## config.mk

```make
export PLATFORM = sky130hd
export DESIGN_NAME = inst_encoder_loader_flat
export DESIGN_NICKNAME = d
export VERILOG_FILES = /design/src/rtl/inst_encoder_loader_if.sv /design/src/rtl/inst_encoder_loader.sv /design/src/flat_wrapper.sv
export SDC_FILE = /design/constraint.sdc
export NUM_CORES = 1
export LEC_CHECK = 0
export BUFFER_PORTS_ARGS = -buffer_cell sky130_fd_sc_hd__buf_4
export CORE_MARGIN = 8
export CORE_UTILIZATION = 55
export CTS_BUF_LIST = sky130_fd_sc_hd__clkbuf_4 sky130_fd_sc_hd__clkbuf_8 sky130_fd_sc_hd__clkbuf_16
export CTS_CLUSTER_SIZE = 24
export DETAILED_ROUTE_END_ITERATION = 16
export PLACE_DENSITY = 0.84
export RECOVER_POWER = 25
export REMOVE_ABC_BUFFERS = 1
export SLEW_MARGIN = 20
export SYNTH_ARGS = -nofsm -noshare
export SYNTH_HDL_FRONTEND = slang
export SYNTH_SLANG_ARGS = --single-unit
```

## constraint.sdc

```tcl
create_clock -name clk -period 5.8 [get_ports clk]
set_clock_uncertainty 0.2 [all_clocks]
set_input_delay 1.16 -clock clk [delete_from_list [all_inputs] [get_ports clk]]
set_output_delay 1.16 -clock clk [all_outputs]
set_load 0.005 [all_outputs]
```

## src/rtl/inst_encoder_loader_if.sv

```systemverilog
// Field-bundle stream between the boot/test loader and the instruction encoder.
// The master presents a decoded RV32I bundle and the slave answers with in_ready.
interface inst_encoder_loader_if;
   logic        in_valid;
   logic        in_ready;
   logic [1:0]  in_type;
   logic [6:0]  in_opcode;
   logic [2:0]  in_funct3;
   logic [6:0]  in_funct7;
   logic [4:0]  in_rd;
   logic [4:0]  in_rs1;
   logic [4:0]  in_rs2;
   logic [31:0] in_imm;
   logic        in_last;

   modport master (
      output in_valid, in_type, in_opcode, in_funct3, in_funct7,
             in_rd, in_rs1, in_rs2, in_imm, in_last,
      input  in_ready
   );

   modport slave (
      input  in_valid, in_type, in_opcode, in_funct3, in_funct7,
             in_rd, in_rs1, in_rs2, in_imm, in_last,
      output in_ready
   );
endinterface

```

## src/rtl/inst_encoder_loader.sv

```systemverilog
// Packs decoded RV32I field bundles into 32-bit words and writes them sequentially
// into instruction memory through a registered write port.
module inst_encoder_loader #(
   parameter int unsigned DEPTH_WORDS = 256,
   parameter logic [31:0] BASE_ADDR   = 32'h0000_0000,
   localparam int unsigned CW         = $clog2(DEPTH_WORDS) + 1
) (
   input  logic                   clk,
   input  logic                   rst_n,
   input  logic                   start,
   inst_encoder_loader_if.slave   bundle,
   output logic                   imem_we,
   output logic [31:0]            imem_addr,
   output logic [31:0]            imem_wdata,
   output logic                   busy,
   output logic                   done,
   output logic                   err,
   output logic [1:0]             err_code,
   output logic [CW-1:0]          count
);

   typedef enum logic [1:0] {
      IDLE = 2'b00,
      RUN  = 2'b01,
      DONE = 2'b10,
      ERR  = 2'b11
   } state_t;

   localparam logic [1:0] TYPE_I = 2'b00;
   localparam logic [1:0] TYPE_R = 2'b01;
   localparam logic [1:0] TYPE_S = 2'b10;
   localparam logic [1:0] TYPE_B = 2'b11;

   localparam logic [1:0] CODE_NONE  = 2'b00;
   localparam logic [1:0] CODE_RANGE = 2'b01;
   localparam logic [1:0] CODE_ODD   = 2'b10;
   localparam logic [1:0] CODE_OVF   = 2'b11;

   localparam logic [CW-1:0] DEPTH_C = CW'(DEPTH_WORDS);

   state_t             state, state_nx;
   logic               we_nx;
   logic [31:0]        addr_nx, wdata_nx;
   logic [31:0]        next_addr, next_addr_nx;
   logic [CW-1:0]      count_nx;
   logic [1:0]         code_nx;
   logic [31:0]        enc_word;
   logic signed [31:0] imm_s;
   logic               range_bad, odd_bad;
   logic               accept;

   assign imm_s           = bundle.in_imm;
   assign bundle.in_ready = (state == RUN) && (count < DEPTH_C);
   assign accept          = bundle.in_ready && bundle.in_valid && !start;
   assign busy            = (state == RUN);
   assign done            = (state == DONE);
   assign err             = (state == ERR);

   // Field placement is the exact inverse of the core's extractor/immediate extender.
   always_comb begin
      enc_word = '0;
      unique case (bundle.in_type)
         TYPE_I: enc_word = {bundle.in_imm[11:0], bundle.in_rs1, bundle.in_funct3,
                             bundle.in_rd, bundle.in_opcode};
         TYPE_R: enc_word = {bundle.in_funct7, bundle.in_rs2, bundle.in_rs1,
                             bundle.in_funct3, bundle.in_rd, bundle.in_opcode};
         TYPE_S: enc_word = {bundle.in_imm[11:5], bundle.in_rs2, bundle.in_rs1,
                             bundle.in_funct3, bundle.in_imm[4:0], bundle.in_opcode};
         TYPE_B: enc_word = {bundle.in_imm[12], bundle.in_imm[10:5], bundle.in_rs2,
                             bundle.in_rs1, bundle.in_funct3, bundle.in_imm[4:1],
                             bundle.in_imm[11], bundle.in_opcode};
         default: enc_word = '0;
      endcase
   end

   // B offsets must be even; range failure takes priority over oddness.
   always_comb begin
      range_bad = 1'b0;
      odd_bad   = 1'b0;
      unique case (bundle.in_type)
         TYPE_I, TYPE_S: range_bad = (imm_s < -32'sd2048) || (imm_s > 32'sd2047);
         TYPE_B: begin
            range_bad = (imm_s < -32'sd4096) || (imm_s > 32'sd4094);
            odd_bad   = bundle.in_imm[0];
         end
         default: begin
            range_bad = 1'b0;
            odd_bad   = 1'b0;
         end
      endcase
   end

   always_comb begin
      state_nx     = state;
      we_nx        = 1'b0;
      addr_nx      = imem_addr;
      wdata_nx     = imem_wdata;
      next_addr_nx = next_addr;
      count_nx     = count;
      code_nx      = err_code;
      if (start) begin
         state_nx     = RUN;
         next_addr_nx = BASE_ADDR;
         count_nx     = '0;
         code_nx      = CODE_NONE;
      end else if (accept) begin
         if (range_bad) begin
            state_nx = ERR;
            code_nx  = CODE_RANGE;
         end else if (odd_bad) begin
            state_nx = ERR;
            code_nx  = CODE_ODD;
         end else begin
            we_nx        = 1'b1;
            addr_nx      = next_addr;
            wdata_nx     = enc_word;
            next_addr_nx = next_addr + 32'd4;
            count_nx     = count + CW'(1);
            if (bundle.in_last) begin
               state_nx = DONE;
            end else if (count_nx == DEPTH_C) begin
               state_nx = ERR;
               code_nx  = CODE_OVF;
            end
         end
      end
   end

   always_ff @(posedge clk or negedge rst_n) begin
      if (!rst_n) begin
         state      <= IDLE;
         imem_we    <= 1'b0;
         imem_addr  <= BASE_ADDR;
         imem_wdata <= '0;
         next_addr  <= BASE_ADDR;
         count      <= '0;
         err_code   <= CODE_NONE;
      end else begin
         state      <= state_nx;
         imem_we    <= we_nx;
         imem_addr  <= addr_nx;
         imem_wdata <= wdata_nx;
         next_addr  <= next_addr_nx;
         count      <= count_nx;
         err_code   <= code_nx;
      end
   end

endmodule

```

## src/flat_wrapper.sv

```systemverilog
// flat-port wrapper written by rule: the top's interface ports become plain ports
module inst_encoder_loader_flat 
#(
   parameter int unsigned DEPTH_WORDS = 256,
   parameter logic [31:0] BASE_ADDR   = 32'h0000_0000,
   localparam int unsigned CW         = $clog2(DEPTH_WORDS) + 1
)
  (clk, rst_n, start, imem_we, imem_addr, imem_wdata, busy, done, err, err_code, count, bundle_in_valid, bundle_in_type, bundle_in_opcode, bundle_in_funct3, bundle_in_funct7, bundle_in_rd, bundle_in_rs1, bundle_in_rs2, bundle_in_imm, bundle_in_last, bundle_in_ready);
  inst_encoder_loader_if bundle_i ();
  input  logic clk;
  input  logic rst_n;
  input  logic start;
  output logic imem_we;
  output logic [31:0] imem_addr;
  output logic [31:0] imem_wdata;
  output logic busy;
  output logic done;
  output logic err;
  output logic [1:0] err_code;
  output logic [CW-1:0] count;
  input wire logic [$bits(bundle_i.in_valid)-1:0] bundle_in_valid;
  input wire logic [$bits(bundle_i.in_type)-1:0] bundle_in_type;
  input wire logic [$bits(bundle_i.in_opcode)-1:0] bundle_in_opcode;
  input wire logic [$bits(bundle_i.in_funct3)-1:0] bundle_in_funct3;
  input wire logic [$bits(bundle_i.in_funct7)-1:0] bundle_in_funct7;
  input wire logic [$bits(bundle_i.in_rd)-1:0] bundle_in_rd;
  input wire logic [$bits(bundle_i.in_rs1)-1:0] bundle_in_rs1;
  input wire logic [$bits(bundle_i.in_rs2)-1:0] bundle_in_rs2;
  input wire logic [$bits(bundle_i.in_imm)-1:0] bundle_in_imm;
  input wire logic [$bits(bundle_i.in_last)-1:0] bundle_in_last;
  output wire logic [$bits(bundle_i.in_ready)-1:0] bundle_in_ready;
  assign bundle_i.in_valid = bundle_in_valid;
  assign bundle_i.in_type = bundle_in_type;
  assign bundle_i.in_opcode = bundle_in_opcode;
  assign bundle_i.in_funct3 = bundle_in_funct3;
  assign bundle_i.in_funct7 = bundle_in_funct7;
  assign bundle_i.in_rd = bundle_in_rd;
  assign bundle_i.in_rs1 = bundle_in_rs1;
  assign bundle_i.in_rs2 = bundle_in_rs2;
  assign bundle_i.in_imm = bundle_in_imm;
  assign bundle_i.in_last = bundle_in_last;
  assign bundle_in_ready = bundle_i.in_ready;
  inst_encoder_loader #(.DEPTH_WORDS(DEPTH_WORDS), .BASE_ADDR(BASE_ADDR)) u_core (.clk(clk), .rst_n(rst_n), .start(start), .bundle(bundle_i), .imem_we(imem_we), .imem_addr(imem_addr), .imem_wdata(imem_wdata), .busy(busy), .done(done), .err(err), .err_code(err_code), .count(count));
endmodule
```

==> results.cfg, run 1 <==
[clocking]
cts-root-buf = clkbuf_8
cts_tree = built
cts_resized = 0
htreeDepth = 3
insertion_delay_ns = 0.37
cts_setup_buffers = 0
clock-sinks = 106
cts_made_buffers = 9
clk_pin_slew_ns = 0.10
ctsHoldBuffers = 0
clock_path_buffers = 2

[finish]
diodes = 0
syn_to_final_growth_pct = 26.1
final_nets = 671
post_layout_nonfiller_instances = 714
fillCellCount = 661
layout_common_cells = 152 x buf_4, 106 x dfrtp_1, 64 x a21oi_1
layout_commonest_cell = buf_4
layout-drive-gt1-share = 0.381

[power]
power_leakage_nw = 2.92
power_density_nw_per_um2 = 255
ir_drop_uv = 207

[floorplanning]
initial_core_util = 0.561
rows = 35
die_x_um = 112
core-area_um2 = 9110
ios = 151
fp.dieH_um = 112
dieArea_um2 = 12600

[route]
wl_um = 13200
wl_met1_um = 5160
wl_met3_um = 1300
top_layer_used = met4
drtIter0Drc = 289
vias_per_cell = 6.10
drtPass1Iterations = 5
postRouteAntennaNets = 0
routed-wl-met2_um = 6520
vias = 4358
wire_per_inst_um = 18.5
drc = 0

[yosys]
seq_area_frac_synth = 0.519
syn_inst = 466
syn_area_per_cell_um2 = 11.0
ys_ff_latch = 106
synth_cell_types = 41
syn_area_um2 = 5110
yosysWarnings = 0

[timing]
timing.final.crit_share = 0.671
slew_viol_final = 0
setup_tns_ns = 0
clock.fmax_mhz = 257
relSlewSlack = 0.404
finalCriticalPeriod_ns = 3.89
final_hold_viol_count = 0
rsz0062_at_grt = no
setup_viol = 0
tightest_slew_ns = 0.893

[critical_path]
worst_setup_path_end_kind = flip-flop
cp_max_fo = 33
critical_path_class = primary input to flip-flop
worst_ep_arrival_time_ns = 3.95
required_ns = 5.86
timing.rr.start = u_core.count[8]
crit_start = bundle_in_imm[31]
startpoint_type = primary input

[job]
max_cap_viol_count = 0

[place]
hpwl_um = 9650
gp_congestion = 0.846
place_inst = 698
numPortBuffers = 148

[global_route]
grt_pass1_vias = 4600
globalRouteOverflowTotal = 0
grt_max_degree = 74
grt_first_pass_wirelength_um = 22400
antenna_found_initial = 0
track_usage = 0.215

[worst_hold_path]
min-delay-start = u_core.imem_addr[20]
hp-class = flip-flop to flip-flop

[status]
outcome = finished, final reports clean
-- Yosys cell counts, drive strengths merged --
master  instances  area (um2)
nand4          16         100
nor3            6        30.0
a22o            2        17.5
inv             7        26.3
a31oi           2        12.5
or4            33         251
a221oi          1        8.76
o32a            1        10.0
a21oi          64         320
ha              2        25.0
clkbuf         20        75.1
o21ai          10        50.1
mux2           54         608
o31ai          30         225
nand3b          1        7.51
nor2b           5        31.3
and3            7        43.8
nor4            4        25.0
dfrtp         106        2650
buf            12        78.8
or2             1        6.26
nor2           12        52.6
nand3          17        90.1
and2            3        18.8
a22oi           1        12.5
nand2b          1        6.26
or3             7        43.8
conb            1        3.75
and4            5        43.8
o221a           1        11.3
nand2          19        71.3
mux2i          14         140
and4bb          1        12.5
-- cell families after synthesis --
kind of cell,share of synthesized area
AOI/OAI and AO/OA,0.131
adders and majority gates,0.00489
buffers and inverters,0.0352
DFF,0.519
muxes,0.146
other,0.000734
and+or+nand+nor,0.163
-- registers in the layout (all words and copies together), names as in the netlist --
signal,cells
u_core.count,9
u_core.err_code,2
u_core.imem_addr,30
u_core.imem_wdata,32
u_core.imem_we,1
u_core.next_addr,30
u_core.state,2
-- worst max-delay path, stage by stage --
cell,delay [ns]
buf_4,0.13
or4_4,0.54
nor2_4,0.13
a31oi_1,0.12
a22oi_2,0.54
nand2_1,0.10
buf_4,0.28
inv_2,0.53
mux2_2,0.42
-- cell type report --
| cell class | instances | area (um2) | area share |
|---|---|---|---|
| tap | 111 | 139 | 0.0215 |
| timing repair buffer | 152 | 1140 | 0.177 |
| multi-input combinational | 322 | 2280 | 0.354 |
| clock inverter | 5 | 62.6 | 0.00971 |
| inverter | 7 | 26.3 | 0.00408 |
| sequential | 106 | 2650 | 0.412 |
| clock buffer | 11 | 139 | 0.0215 |
-- worst paths after layout --
kind,to,slack (ns),depth (start not counted)
max in group asynchronous,u_core.imem_wdata[19],3.72,2
worst max-delay path,u_core.imem_wdata[16],1.91,9
worst min register to register,u_core.imem_addr[20],0.31,1
worst max register to register,u_core.imem_wdata[16],2.36,8
min in group asynchronous,u_core.imem_addr[12],0.71,1
worst min-delay path,u_core.imem_addr[20],0.31,1
-- stage by stage --
| stage | hold WS (ns) | power, W | area (um2) | setup slack [ns] | utilization |
|---|---|---|---|---|---|
| after floorplan | 0.297 | 0.000971 | 4960 | 1.27 | - |
| after global placement | 0.289 | 0.00118 | 6240 | 1.60 | 0.685 |
| after detailed placement | 0.295 | 0.00120 | 6240 | 1.49 | 0.685 |
| after CTS | 0.318 | 0.00166 | 6440 | 1.90 | 0.708 |
| after global routing | 0.333 | 0.00172 | 6440 | 1.69 | 0.708 |
| final | 0.312 | 0.00164 | 6440 | 1.91 | 0.708 |
-- per-layer routing --
metal,GRT usage,up-vias
li1,-,2039
met1,0.244,2137
met2,0.356,160
met3,0.100,22
met4,0.0576,0
met5,0,-
-- where the power goes --
| part | total, W | internal, W | switching, W |
|---|---|---|---|
| logic | 0.000324 | 0.000179 | 0.000145 |
| registers | 0.000858 | 0.000810 | 0.0000474 |
| clock network | 0.000463 | 0.000212 | 0.000251 |
(Power assumes the default switching activity.)
==> run 2: changes to the inputs <==
Settings changed: CORE_UTILIZATION 55 to 47, PLACE_DENSITY 0.84 to 0.77.
Clock period 5.8 ns to 3.28 ns, I/O delays scaled along.
==> run 2 against run 1 <==
Non-clock buffer count increased by 5. First-iteration DRC count is 6.2% lower. Cell count is 4.8% higher. Sequential cell count unchanged. Die area grew 15%. Global-route usage fell by 3.1 points. Count of clock-buffer cells in the layout is 2 lower. Worst hold slack got worse by 0.032 ns. Critical path depth down 1. Largest cell class unchanged. Register-to-register slack worse by 1.6 ns. Combinational power rose by 79%.
==> results.cfg, run 2 (synthesis gave the netlist of run 1 again) <==
[floorplanning]
die_x_um = 120
fp.dieH_um = 120
core-area_um2 = 10700
initial_core_util = 0.476
rows = 38
dieArea_um2 = 14500
ios = 151

[critical_path]
worst_ep_arrival_time_ns = 2.76
crit_start = bundle_in_imm[31]
cp_max_fo = 77
timing.rr.start = u_core.count[8]
critical_path_class = primary input to flip-flop
worst_setup_path_end_kind = flip-flop
startpoint_type = primary input
required_ns = 3.37

[clocking]
cts_resized = 0
ctsHoldBuffers = 0
cts_setup_buffers = 0
cts_made_buffers = 9
insertion_delay_ns = 0.37
clk_pin_slew_ns = 0.11
cts_tree = built
cts-root-buf = clkbuf_8
htreeDepth = 3
clock_path_buffers = 2
clock-sinks = 106

[power]
power_density_nw_per_um2 = 436
power_leakage_nw = 2.95
ir_drop_uv = 295
total_power_w = 0.00285

[global_route]
antenna_found_initial = 0
track_usage = 0.184
grt_max_degree = 78
globalRouteOverflowTotal = 0
grt_pass1_vias = 4463
grt_first_pass_wirelength_um = 22100

[route]
drc = 0
vias = 4296
drtPass1Iterations = 4
wire_per_inst_um = 18.1
vias_per_cell = 5.74
postRouteAntennaNets = 0
wl_um = 13500
drtIter0Drc = 271

[finish]
top_regs = u_core.imem_wdata (32), u_core.imem_addr (30), u_core.next_addr (30)
layout_common_cells = 153 x buf_4, 106 x dfrtp_1, 64 x a21oi_1
layout-drive-gt1-share = 0.387
multi_input_area_um2 = 2280
layout_commonest_cell = buf_4
seqCellArea_um2 = 2650
regMostFlops = u_core.imem_wdata
final_nets = 676
fillCellCount = 933
stdcell_area_um2 = 6530
syn_to_final_growth_pct = 27.7
diodes = 0
largest_register_ffs = 32

[timing]
tightest_slew_ns = 1.38
final_hold_viol_count = 0
clock.fmax_mhz = 375
rsz0062_at_grt = no
finalCriticalPeriod_ns = 2.67
relSlewSlack = 0.0828
timing.final.crit_share = 0.813
slew_viol_final = 0
setup_viol = 0

[worst_hold_path]
min-delay-start = start
hp-class = primary input to flip-flop

[status]
outcome = finished, final reports clean

[job]
max_cap_viol_count = 0

[place]
gp_congestion = 0.863
placed_area_um2 = 6350
hpwl_um = 9960
numPortBuffers = 148
[run 2: final cells by class]
class,count,share of cell area
Sequential cell,106,0.406
Multi-Input combinational cell,322,0.350
Timing Repair Buffer,157,0.186
Tap cell,140,0.0268
Clock buffer,9,0.0190
Clock inverter,7,0.00805
Inverter,7,0.00402
[run 2: critical path: stages]
cell,delay (ns)
buf_4,0.12
or4_4,0.54
nor2_4,0.13
a31oi_1,0.11
a22o_2,0.24
buf_12,0.19
or4_1,0.55
a21oi_1,0.20
[run 2: power breakdown]
group / switching, W / internal [W] / total, W / leakage (nW)
logic: 0.000255 / 0.000326 / 0.000581 / 1.46
registers: 0.0000780 / 0.00143 / 0.00151 / 1.40
clock network: 0.000471 / 0.000284 / 0.000755 / 0.0904
[run 2: worst paths after layout]
path / cells after the start / slack [ns] / to
setup / recovery: 8 / 0.61 / u_core.next_addr[12]
max in group asynchronous: 2 / 1.57 / u_core.err_code[0]
min in group asynchronous: 1 / 0.38 / u_core.imem_addr[12]
setup reg to reg: 8 / 0.80 / u_core.imem_wdata[13]
hold reg to reg: 1 / 0.32 / u_core.imem_addr[19]
hold / removal: 2 / 0.28 / u_core.next_addr[3]
[run 2: metrics by stage]
| step | hold WS (ns) | instances | TNS (ns) | utilization | setup WS, ns |
|---|---|---|---|---|---|
| after floorplan | 0.160 | 435 | -28.07 | - | -0.743 |
| after global placement | 0.289 | 732 | 0 | 0.591 | 0.311 |
| after detailed placement | 0.297 | 732 | 0 | 0.591 | 0.217 |
| after CTS | 0.145 | 748 | 0 | 0.608 | 0.606 |
| after global routing | 0.284 | 748 | 0 | 0.608 | 0.562 |
| final | 0.280 | 748 | 0 | 0.608 | 0.612 |
[run 2: routing by layer]
layer / part of all wire / GRT usage
met1: 0.41 / 0.217
met2: 0.47 / 0.296
met3: 0.11 / 0.0807
met4: 0.012 / 0.0570
met5: 0 / 0
==> run 3: changes to the inputs <==
Settings changed: CORE_UTILIZATION 47 to 52, PLACE_DENSITY 0.77 to 0.8.
Clock period 3.28 ns to 2.8 ns, I/O delays scaled along.
==> run 3 against run 2 <==
Critical path depth unchanged. Cell count down 0.27%. First-iteration DRC count fell by 37%. Total power grew 17%. Register-to-register slack got worse by 0.50 ns. Routed wire length decreased by 2.4%. Die area is 8.4% lower. Sequential cell count unchanged. Clock power rose by 19%. Cell area rose by 0.23%. Critical path type unchanged. Critical endpoint is now u_core.next_addr[31]. Largest cell class unchanged.
==> results.cfg, run 3 (synthesis gave the netlist of run 1 again) <==
[critical_path]
startpoint_type = primary input
worst_setup_path_end_kind = flip-flop
crit_family = simple AND/OR/NAND/NOR gates
required_ns = 2.86
worst_ep_arrival_time_ns = 2.64
ff2ff_setup_slack_ns = 0.30
path_cells = buf_4 > or4_1 > nor2_4 > a31oi_1 > a22o_2 > buf_12 > nor4_1 > mux2_1
cpPeakStageDelay_ns = 0.57
cp_slowest_cell = or4_1
path_buf_inv = 2
cp_max_fo = 61
critical_path_class = primary input to flip-flop

[clocking]
cts_made_buffers = 9
cts-root-buf = clkbuf_8
htreeDepth = 3
cts_setup_buffers = 0
cts_resized = 0
clock-sinks = 106
clk_pin_slew_ns = 0.10
insertion_delay_ns = 0.37
cts_tree = built
clock_path_buffers = 2

[floorplanning]
dieArea_um2 = 13300
initial_core_util = 0.530
core-area_um2 = 9640
fp.dieH_um = 115
ios = 151
rows = 36
die_x_um = 115

[timing]
timing.final.crit_share = 0.922
hold_slack_ns = 0.200
final_hold_viol_count = 0
clock.fmax_mhz = 387
tightest_slew_ns = 0.951
finalCriticalPeriod_ns = 2.58
slew_viol_final = 0
rsz0062_at_grt = no
setup_viol = 0
finalWorstSetupSlack_ns = 0.219
relSlewSlack = 0.366

[power]
ir_drop_uv = 355
power_density_nw_per_um2 = 509
clock_power_share = 0.269
total_power_w = 0.00333
p_comb_frac = 0.199
power_leakage_nw = 2.93
p_int_w = 0.00240
swShare = 0.279
power.switching_w = 0.000931
seqPwrFrac = 0.532

[finish]
regMostFlops = u_core.imem_wdata
largest_register_ffs = 32
syn_to_final_growth_pct = 28.0
fillCellCount = 762
layout_common_cells = 122 x buf_4, 106 x dfrtp_1, 64 x a21oi_1
final_util = 0.679
top_regs = u_core.imem_wdata (32), u_core.imem_addr (30), u_core.next_addr (30)
layout_commonest_cell = buf_4
diodes = 0
layout-drive-gt1-share = 0.378
final_nets = 681

[global_route]
globalRouteOverflowTotal = 0
grt_pass1_vias = 4468
antenna_found_initial = 0
track_usage = 0.206
grt_max_degree = 70
grt_first_pass_wirelength_um = 22100

[place]
dpl_worst_slack_ns = -0.127
hpwl_um = 9870
gp_congestion = 0.875
numPortBuffers = 148

[route]
wl_um = 13200
vias = 4323
drc = 0
postRouteAntennaNets = 0
vias_per_cell = 5.79
wire_per_inst_um = 17.7
drtIter0Drc = 170
drtPass1Iterations = 4

[status]
outcome = finished, final reports clean

[job]
max_cap_viol_count = 0

[worst_hold_path]
hp-class = primary input to flip-flop
-- run 3: metal layers --
metal | global-route usage | part of all wire | vias to the layer above
met5 | 0 | 0 | -
met4 | 0.0613 | 0.012 | 0
met3 | 0.0814 | 0.090 | 15
met2 | 0.334 | 0.49 | 126
met1 | 0.248 | 0.41 | 2127
li1 | - | - | 2055
-- run 3: path summary, 6_finish.rpt --
| check | from | endpoint | depth (start not counted) |
|---|---|---|---|
| hold reg to reg | u_core.imem_addr[14] | u_core.imem_addr[14] | 1 |
| max in group asynchronous | rst_n | u_core.count[5] | 3 |
| hold / removal | bundle_in_last | u_core.state[0] | 2 |
| setup reg to reg | u_core.count[8] | u_core.imem_wdata[19] | 8 |
| min in group asynchronous | rst_n | u_core.imem_addr[10] | 2 |
| setup / recovery | bundle_in_imm[29] | u_core.next_addr[31] | 8 |
-- run 3: worst reg2reg max path, delay by kind of cell (launching register included) --
kind	cells	cell delay, ns
and+or+nand+nor	4	0.88
buffers and inverters	3	0.48
DFF	1	0.46
muxes	1	0.38
-- run 3: cell type report --
class                      count  area [um2]  area share
sequential                   106        2650       0.405
inverter                       7        26.3     0.00402
tap                          133         166      0.0254
timing repair buffer         162        1230       0.188
multi-input combinational    322        2280       0.349
clock buffer                  10         138      0.0210
clock inverter                 6        48.8     0.00746
-- run 3: timing repair --
action,CTS,global route
hold buffers,1,0
hold endpoints to repair,37,0
setup endpoints to repair,0,0
-- run 3: through the flow --
| step | cell area, um2 | setup TNS, ns | instances |
|---|---|---|---|
| after floorplan | 4960 | -63.71 | 435 |
| after global placement | 6380 | -0.782 | 729 |
| after detailed placement | 6380 | -2.65 | 729 |
| after CTS | 6570 | 0 | 746 |
| after global routing | 6540 | 0 | 746 |
| final | 6540 | 0 | 746 |
-- run 3: power groups by stage --
| stage | Clock [W] | Sequential [W] | Combinational (W) |
|---|---|---|---|
| floorplan | 0 | 0.00180 | 0.000216 |
| global placement | 0 | 0.00179 | 0.000675 |
| detailed placement | 0 | 0.00180 | 0.000696 |
| CTS | 0.000918 | 0.00178 | 0.000697 |
| global route | 0.000977 | 0.00179 | 0.000734 |
| finish | 0.000896 | 0.00177 | 0.000663 |
